===== config.mk =====
export PLATFORM = sky130hd
export DESIGN_NAME = divider
export DESIGN_NICKNAME = d
export VERILOG_FILES = /design/src/rtl/multdiv_pkg.sv /design/src/rtl/divider_div_step.sv /design/src/rtl/divider.sv
export SDC_FILE = /design/constraint.sdc
export NUM_CORES = 1
export LEC_CHECK = 0
export CORE_MARGIN = 4
export CORE_UTILIZATION = 30
export CTS_BUF_LIST = sky130_fd_sc_hd__clkbuf_8
export DETAILED_ROUTE_END_ITERATION = 10
export PLACE_DENSITY = 0.59
export SLEW_MARGIN = 5
export SYNTH_ARGS = -nofsm -noshare
export SYNTH_HDL_FRONTEND = slang
export SYNTH_SLANG_ARGS = --single-unit
export TNS_END_PERCENT = 50

===== constraint.sdc =====
create_clock -name clock -period 6.3 [get_ports clock]
set_input_delay 1.26 -clock clock [delete_from_list [all_inputs] [get_ports clock]]
set_output_delay 1.26 -clock clock [all_outputs]
set_load 0.01 [all_outputs]

===== src/rtl/multdiv_pkg.sv =====
// Shared definitions for the multdiv unit: default widths, divider state encoding,
// and the conditional two's-complement negate used by both multiplier and divider.
package multdiv_pkg;

  localparam int WIDTH_DEF = 32;
  localparam int CNT_W_DEF = 6;
  localparam int MAX_W     = 64;

  typedef enum logic [1:0] {
    IDLE     = 2'd0,
    RUN      = 2'd1,
    DONE     = 2'd2,
    DONE_EXC = 2'd3
  } div_state_e;

  // Callers zero-extend into MAX_W and truncate back; the low bits are the
  // correct modular negation at any narrower width.
  function automatic logic [MAX_W-1:0] cond_negate(input logic [MAX_W-1:0] v,
                                                   input logic             neg);
    return neg ? (~v + MAX_W'(1)) : v;
  endfunction

endpackage


===== src/rtl/divider_div_step.sv =====
// One restoring-division iteration: shift the next dividend bit into the
// partial remainder and subtract the divisor when it fits.
module div_step #(
  parameter int WIDTH = 32
) (
  input  logic [WIDTH-1:0] rem,
  input  logic [WIDTH-1:0] q,
  input  logic [WIDTH-1:0] divisor,
  output logic [WIDTH-1:0] rem_next,
  output logic [WIDTH-1:0] q_next
);

  logic [WIDTH:0] shifted;
  logic           fits;

  // Remainder stays below the divisor, so the extra top bit of shifted only
  // matters for divisors at or near 2^(WIDTH-1).
  always_comb begin
    shifted  = {rem, q[WIDTH-1]};
    fits     = (shifted >= {1'b0, divisor});
    rem_next = fits ? WIDTH'(shifted - {1'b0, divisor}) : WIDTH'(shifted);
    q_next   = {q[WIDTH-2:0], fits};
  end

endmodule


===== src/rtl/divider.sv =====
// Multi-cycle signed restoring divider with start strobe, one-cycle ready pulse
// and divide-by-zero flag; a start in any state (re)launches an operation.
//
// state    | meaning
// IDLE     | waiting for ctrl_DIV
// RUN      | one restoring step per cycle, cnt counts 0..WIDTH-1
// DONE     | quotient registered, data_resultRDY high this cycle
// DONE_EXC | divisor was zero; result/flag/RDY registered on the next edge
module divider
  import multdiv_pkg::*;
#(
  parameter int WIDTH = WIDTH_DEF,
  parameter int CNT_W = CNT_W_DEF
) (
  input  logic             clock,
  input  logic             reset,
  input  logic             ctrl_DIV,
  input  logic [WIDTH-1:0] data_operandA,
  input  logic [WIDTH-1:0] data_operandB,
  output logic [WIDTH-1:0] data_result,
  output logic             data_resultRDY,
  output logic             data_exception,
  output logic             busy
);

  div_state_e       state, state_next;
  logic [CNT_W-1:0] cnt;
  logic [WIDTH-1:0] rem, quo, divisor;
  logic [WIDTH-1:0] rem_next, quo_next;
  logic [WIDTH-1:0] abs_a, abs_b, quo_signed;
  logic             sign_q;
  logic             divb_zero, last_step;
  logic             step_en, finish, exc_done;

  assign abs_a      = WIDTH'(cond_negate(MAX_W'(data_operandA), data_operandA[WIDTH-1]));
  assign abs_b      = WIDTH'(cond_negate(MAX_W'(data_operandB), data_operandB[WIDTH-1]));
  assign quo_signed = WIDTH'(cond_negate(MAX_W'(quo_next), sign_q));
  assign divb_zero  = (data_operandB == '0);
  assign last_step  = (cnt == CNT_W'(WIDTH - 1));

  div_step #(.WIDTH(WIDTH)) u_step (
    .rem      (rem),
    .q        (quo),
    .divisor  (divisor),
    .rem_next (rem_next),
    .q_next   (quo_next)
  );

  always_ff @(posedge clock or posedge reset) begin
    if (reset) state <= IDLE;
    else       state <= state_next;
  end

  always_comb begin
    state_next = state;
    if (ctrl_DIV) begin
      state_next = divb_zero ? DONE_EXC : RUN;
    end else begin
      case (state)
        RUN:     state_next = last_step ? DONE : RUN;
        default: state_next = IDLE;
      endcase
    end
  end

  always_comb begin
    busy     = (state == RUN);
    step_en  = (state == RUN) && !ctrl_DIV;
    finish   = step_en && last_step;
    exc_done = (state == DONE_EXC);
  end

  always_ff @(posedge clock or posedge reset) begin
    if (reset) begin
      cnt            <= '0;
      rem            <= '0;
      quo            <= '0;
      divisor        <= '0;
      sign_q         <= 1'b0;
      data_result    <= '0;
      data_resultRDY <= 1'b0;
      data_exception <= 1'b0;
    end else begin
      data_resultRDY <= 1'b0;
      if (ctrl_DIV) begin
        rem            <= '0;
        quo            <= abs_a;
        divisor        <= abs_b;
        sign_q         <= data_operandA[WIDTH-1] ^ data_operandB[WIDTH-1];
        cnt            <= '0;
        data_exception <= 1'b0;
      end else if (step_en) begin
        rem <= rem_next;
        quo <= quo_next;
        cnt <= cnt + CNT_W'(1);
        if (finish) begin
          data_result    <= quo_signed;
          data_resultRDY <= 1'b1;
          data_exception <= 1'b0;
        end
      end
      // A pending divide-by-zero completion still reports even if a new start
      // arrives on the same edge; the new op clears the flag when it finishes.
      if (exc_done) begin
        data_result    <= '0;
        data_exception <= 1'b1;
        data_resultRDY <= 1'b1;
      end
    end
  end

endmodule

==> flow_metrics.py <==
metrics = {
    "outcome": {
        "status": "completed",
    },
    "grt": {
        "grt_pass1_vias": 8033,
        "grt_first_pass_wirelength_um": 41000,
        "grt_max_degree": 102,
        "gr-usage-all-layers": 0.145,
        "grt_overflow": 0,
        "antenna_found_initial": 0,
    },
    "clock_tree": {
        "clk_latency_ns": 0.45,
        "clk_pin_slew_ns": 0.10,
        "cts_root_buf": "clkbuf_8",
        "post-cts-setup-buffers": 0,
        "clkSinkCount": 139,
        "clock_path_buffers": 2,
        "numCtsBuffers": 17,
        "cts_hold_buf": 0,
        "cts_tree": "done",
        "htree_levels": 4,
        "cts_resized": 0,
    },
    "sta": {
        "finClkSkew_ns": 0.0206,
        "rsz0062_at_grt": "no",
        "fin_crit_sh": 0.630,
        "final-setup-viol-count": 0,
        "max_slew.worst_pin.slew_ns": 1.31,
        "fin_setup_tns_ns": 0,
        "finalMaxSlewViolations": 0,
        "max_slew_margin": 0.125,
        "max_freq_mhz": 252,
        "min_period_ns": 3.97,
        "hold_viol": 0,
    },
    "floorplanning": {
        "die_y_um": 185,
        "num_rows": 64,
        "pin_count": 102,
        "coreArea_um2": 30700,
        "die_x_um": 185,
        "initial_core_util": 0.305,
        "design.die.area_um2": 34200,
    },
    "finish": {
        "final_cell_mix": "nand2_1, dfrtp_1, o21ai_0, clkdlybuf4s50_1, a21oi_1",
        "stdcell_area_um2": 11100,
        "diodes": 0,
        "area_delta_synth_final_pct": 18.8,
        "fillerInstances": 3221,
        "final_nets": 1287,
        "drive_gt1_frac": 0.0518,
    },
    "setup_path": {
        "start_kind": "register",
        "cpPeakStageDelay_ns": 0.42,
        "path_cells": "ha_1 > nor2b_1 > o2111ai_1 > and4_1 > o21ai_0 > a211oi_1 > o21ai_4 > inv_1 > ha_1 > nand2b_1 > nor4_1 > nand2_1 > o41ai_1 > xor2_1 > o21ai_0",
        "cp.arrival_ns": 4.30,
        "path_buf_inv": 1,
        "path_max_fanout": 6,
        "worst-path-stages": 15,
        "worstRegToRegCells": 15,
        "critPathKind": "reg -> reg",
        "critPathCaptureType": "register",
        "critPathTopFamily": "compound AO/OA/AOI/OAI gates",
        "crit_slowest_cell": "dfrtp_1",
        "worst_ep_required_time_ns": 6.63,
    },
    "drt": {
        "route.detailed.drc": 0,
        "antenna_left": 0,
        "drt_iter0_drc": 507,
        "vias": 8238,
        "vias_per_cell": 5.17,
        "firstDrtPassIters": 6,
        "wl_um": 24800,
        "top_layer": "met4",
        "wl_met1_um": 12100,
        "wl_met3_um": 1010,
        "wl_met2_um": 11300,
        "wl_per_cell_um": 15.6,
    },
    "yosys": {
        "synth-edff-count": 0,
        "synth-seq-cells": 139,
        "postSynthAreaPerCell_um2": 8.42,
        "synth-main-ff-cell": "dfrtp_1",
        "synth_fp_nets": 1218,
        "synth_cell_types": 56,
        "synthesis.area_um2": 9380,
        "synthCells": 1114,
        "async_flop_share": 1.00,
        "ys_warn_count": 0,
        "synth_seq_area_share": 0.371,
    },
    "hold_path": {
        "hold_class": "reg -> reg",
        "min_path_cells": 2,
    },
    "placed_design": {
        "dpl.hpwl_um": 17400,
        "gp_congestion": 0.886,
        "placed_cell_area_um2": 10700,
        "portBuffers": 101,
    },
    "pwr": {
        "p_leak_nw": 4.92,
        "power_density_nw_per_um2": 303,
        "vdd_drop_max_mv": 0.190,
        "power_w": 0.00338,
    },
    "flow_run": {
        "drv_cap": 0,
    },
}
[final cells by class]
| class | instances | area (um2) | area share |
|---|---|---|---|
| Multi-Input combinational cell | 866 | 5500 | 0.493 |
| Tap cell | 396 | 495 | 0.0445 |
| Clock inverter | 14 | 160 | 0.0144 |
| Clock buffer | 18 | 248 | 0.0222 |
| Inverter | 49 | 189 | 0.0170 |
| Timing Repair Buffer | 110 | 1080 | 0.0966 |
| Sequential cell | 139 | 3480 | 0.312 |
[worst register-to-register path, cell delays in order (launching register included)]
cell and delay [ns]:
dfrtp_1 0.42, ha_1 0.32, nor2b_1 0.15, o2111ai_1 0.29
and4_1 0.30, o21ai_0 0.19, a211oi_1 0.42, o21ai_4 0.11
inv_1 0.10, ha_1 0.17, nand2b_1 0.16, nor4_1 0.41
nand2_1 0.17, o41ai_1 0.36, xor2_1 0.19, o21ai_0 0.10
[state kept, by name (all words and copies together) (netlist names)]
| signal | count |
|---|---|
| data_exception | 1 |
| data_resultRDY | 1 |
| state | 2 |
| quo | 32 |
| cnt | 6 |
| divisor | 32 |
| data_result | 32 |
| rem | 32 |
| sign_q | 1 |
[Yosys cell counts (32+ instances only)]
cell type / count / area (um2)
clkbuf_1: 49 / 184
inv_1: 49 / 184
xnor2_1: 46 / 403
nor2_1: 67 / 251
ha_1: 36 / 450
xor2_1: 74 / 648
mux2i_1: 33 / 330
o21ai_0: 131 / 656
nand3_1: 32 / 160
dfrtp_1: 139 / 3480
a21oi_1: 94 / 470
nand2_1: 139 / 522
[cells by family after synthesis]
logic type,after synthesis,share of synthesized area
flops,139,0.371
xor+xnor,120,0.112
mux,34,0.0364
compound gates,347,0.222
simple gates,328,0.164
buf+inv,109,0.0443
fa+ha+maj,37,0.0502
[metal layers]
metal / up-vias / GRT usage
met1: 3933 / 0.206
met2: 179 / 0.234
met3: 24 / 0.0216
met4: 0 / 0.0373
li1: 4102 / -
met5: - / 0
[worst paths after layout]
check | start | end | slack, ns
min in group asynchronous | reset | rem[10] | 1.40
hold / removal | data_result[25] | data_result[25] | 0.49
max in group asynchronous | reset | divisor[21] | 3.87
hold reg to reg | data_result[25] | data_result[25] | 0.49
setup reg to reg | rem[0] | data_result[22] | 2.33
setup / recovery | rem[0] | data_result[22] | 2.33
[power breakdown]
part,internal (W),total [W],switching (W)
Sequential,0.00103,0.00118,0.000141
Combinational,0.000589,0.00143,0.000838
Clock,0.000373,0.000774,0.000402
Total,0.00200,0.00338,0.00138
[per-stage QoR]
step	instances	setup slack, ns	utilization	hold slack [ns]
2_1_floorplan	1114	1.32	-	0.485
3_3_place_gp	1560	2.12	0.349	0.467
3_5_place_dp	1560	2.09	0.349	0.473
4_1_cts	1592	2.28	0.362	0.496
5_1_grt	1592	1.98	0.362	0.527
6_report	1592	2.33	0.362	0.489
Power figures use the tool's default switching activity.
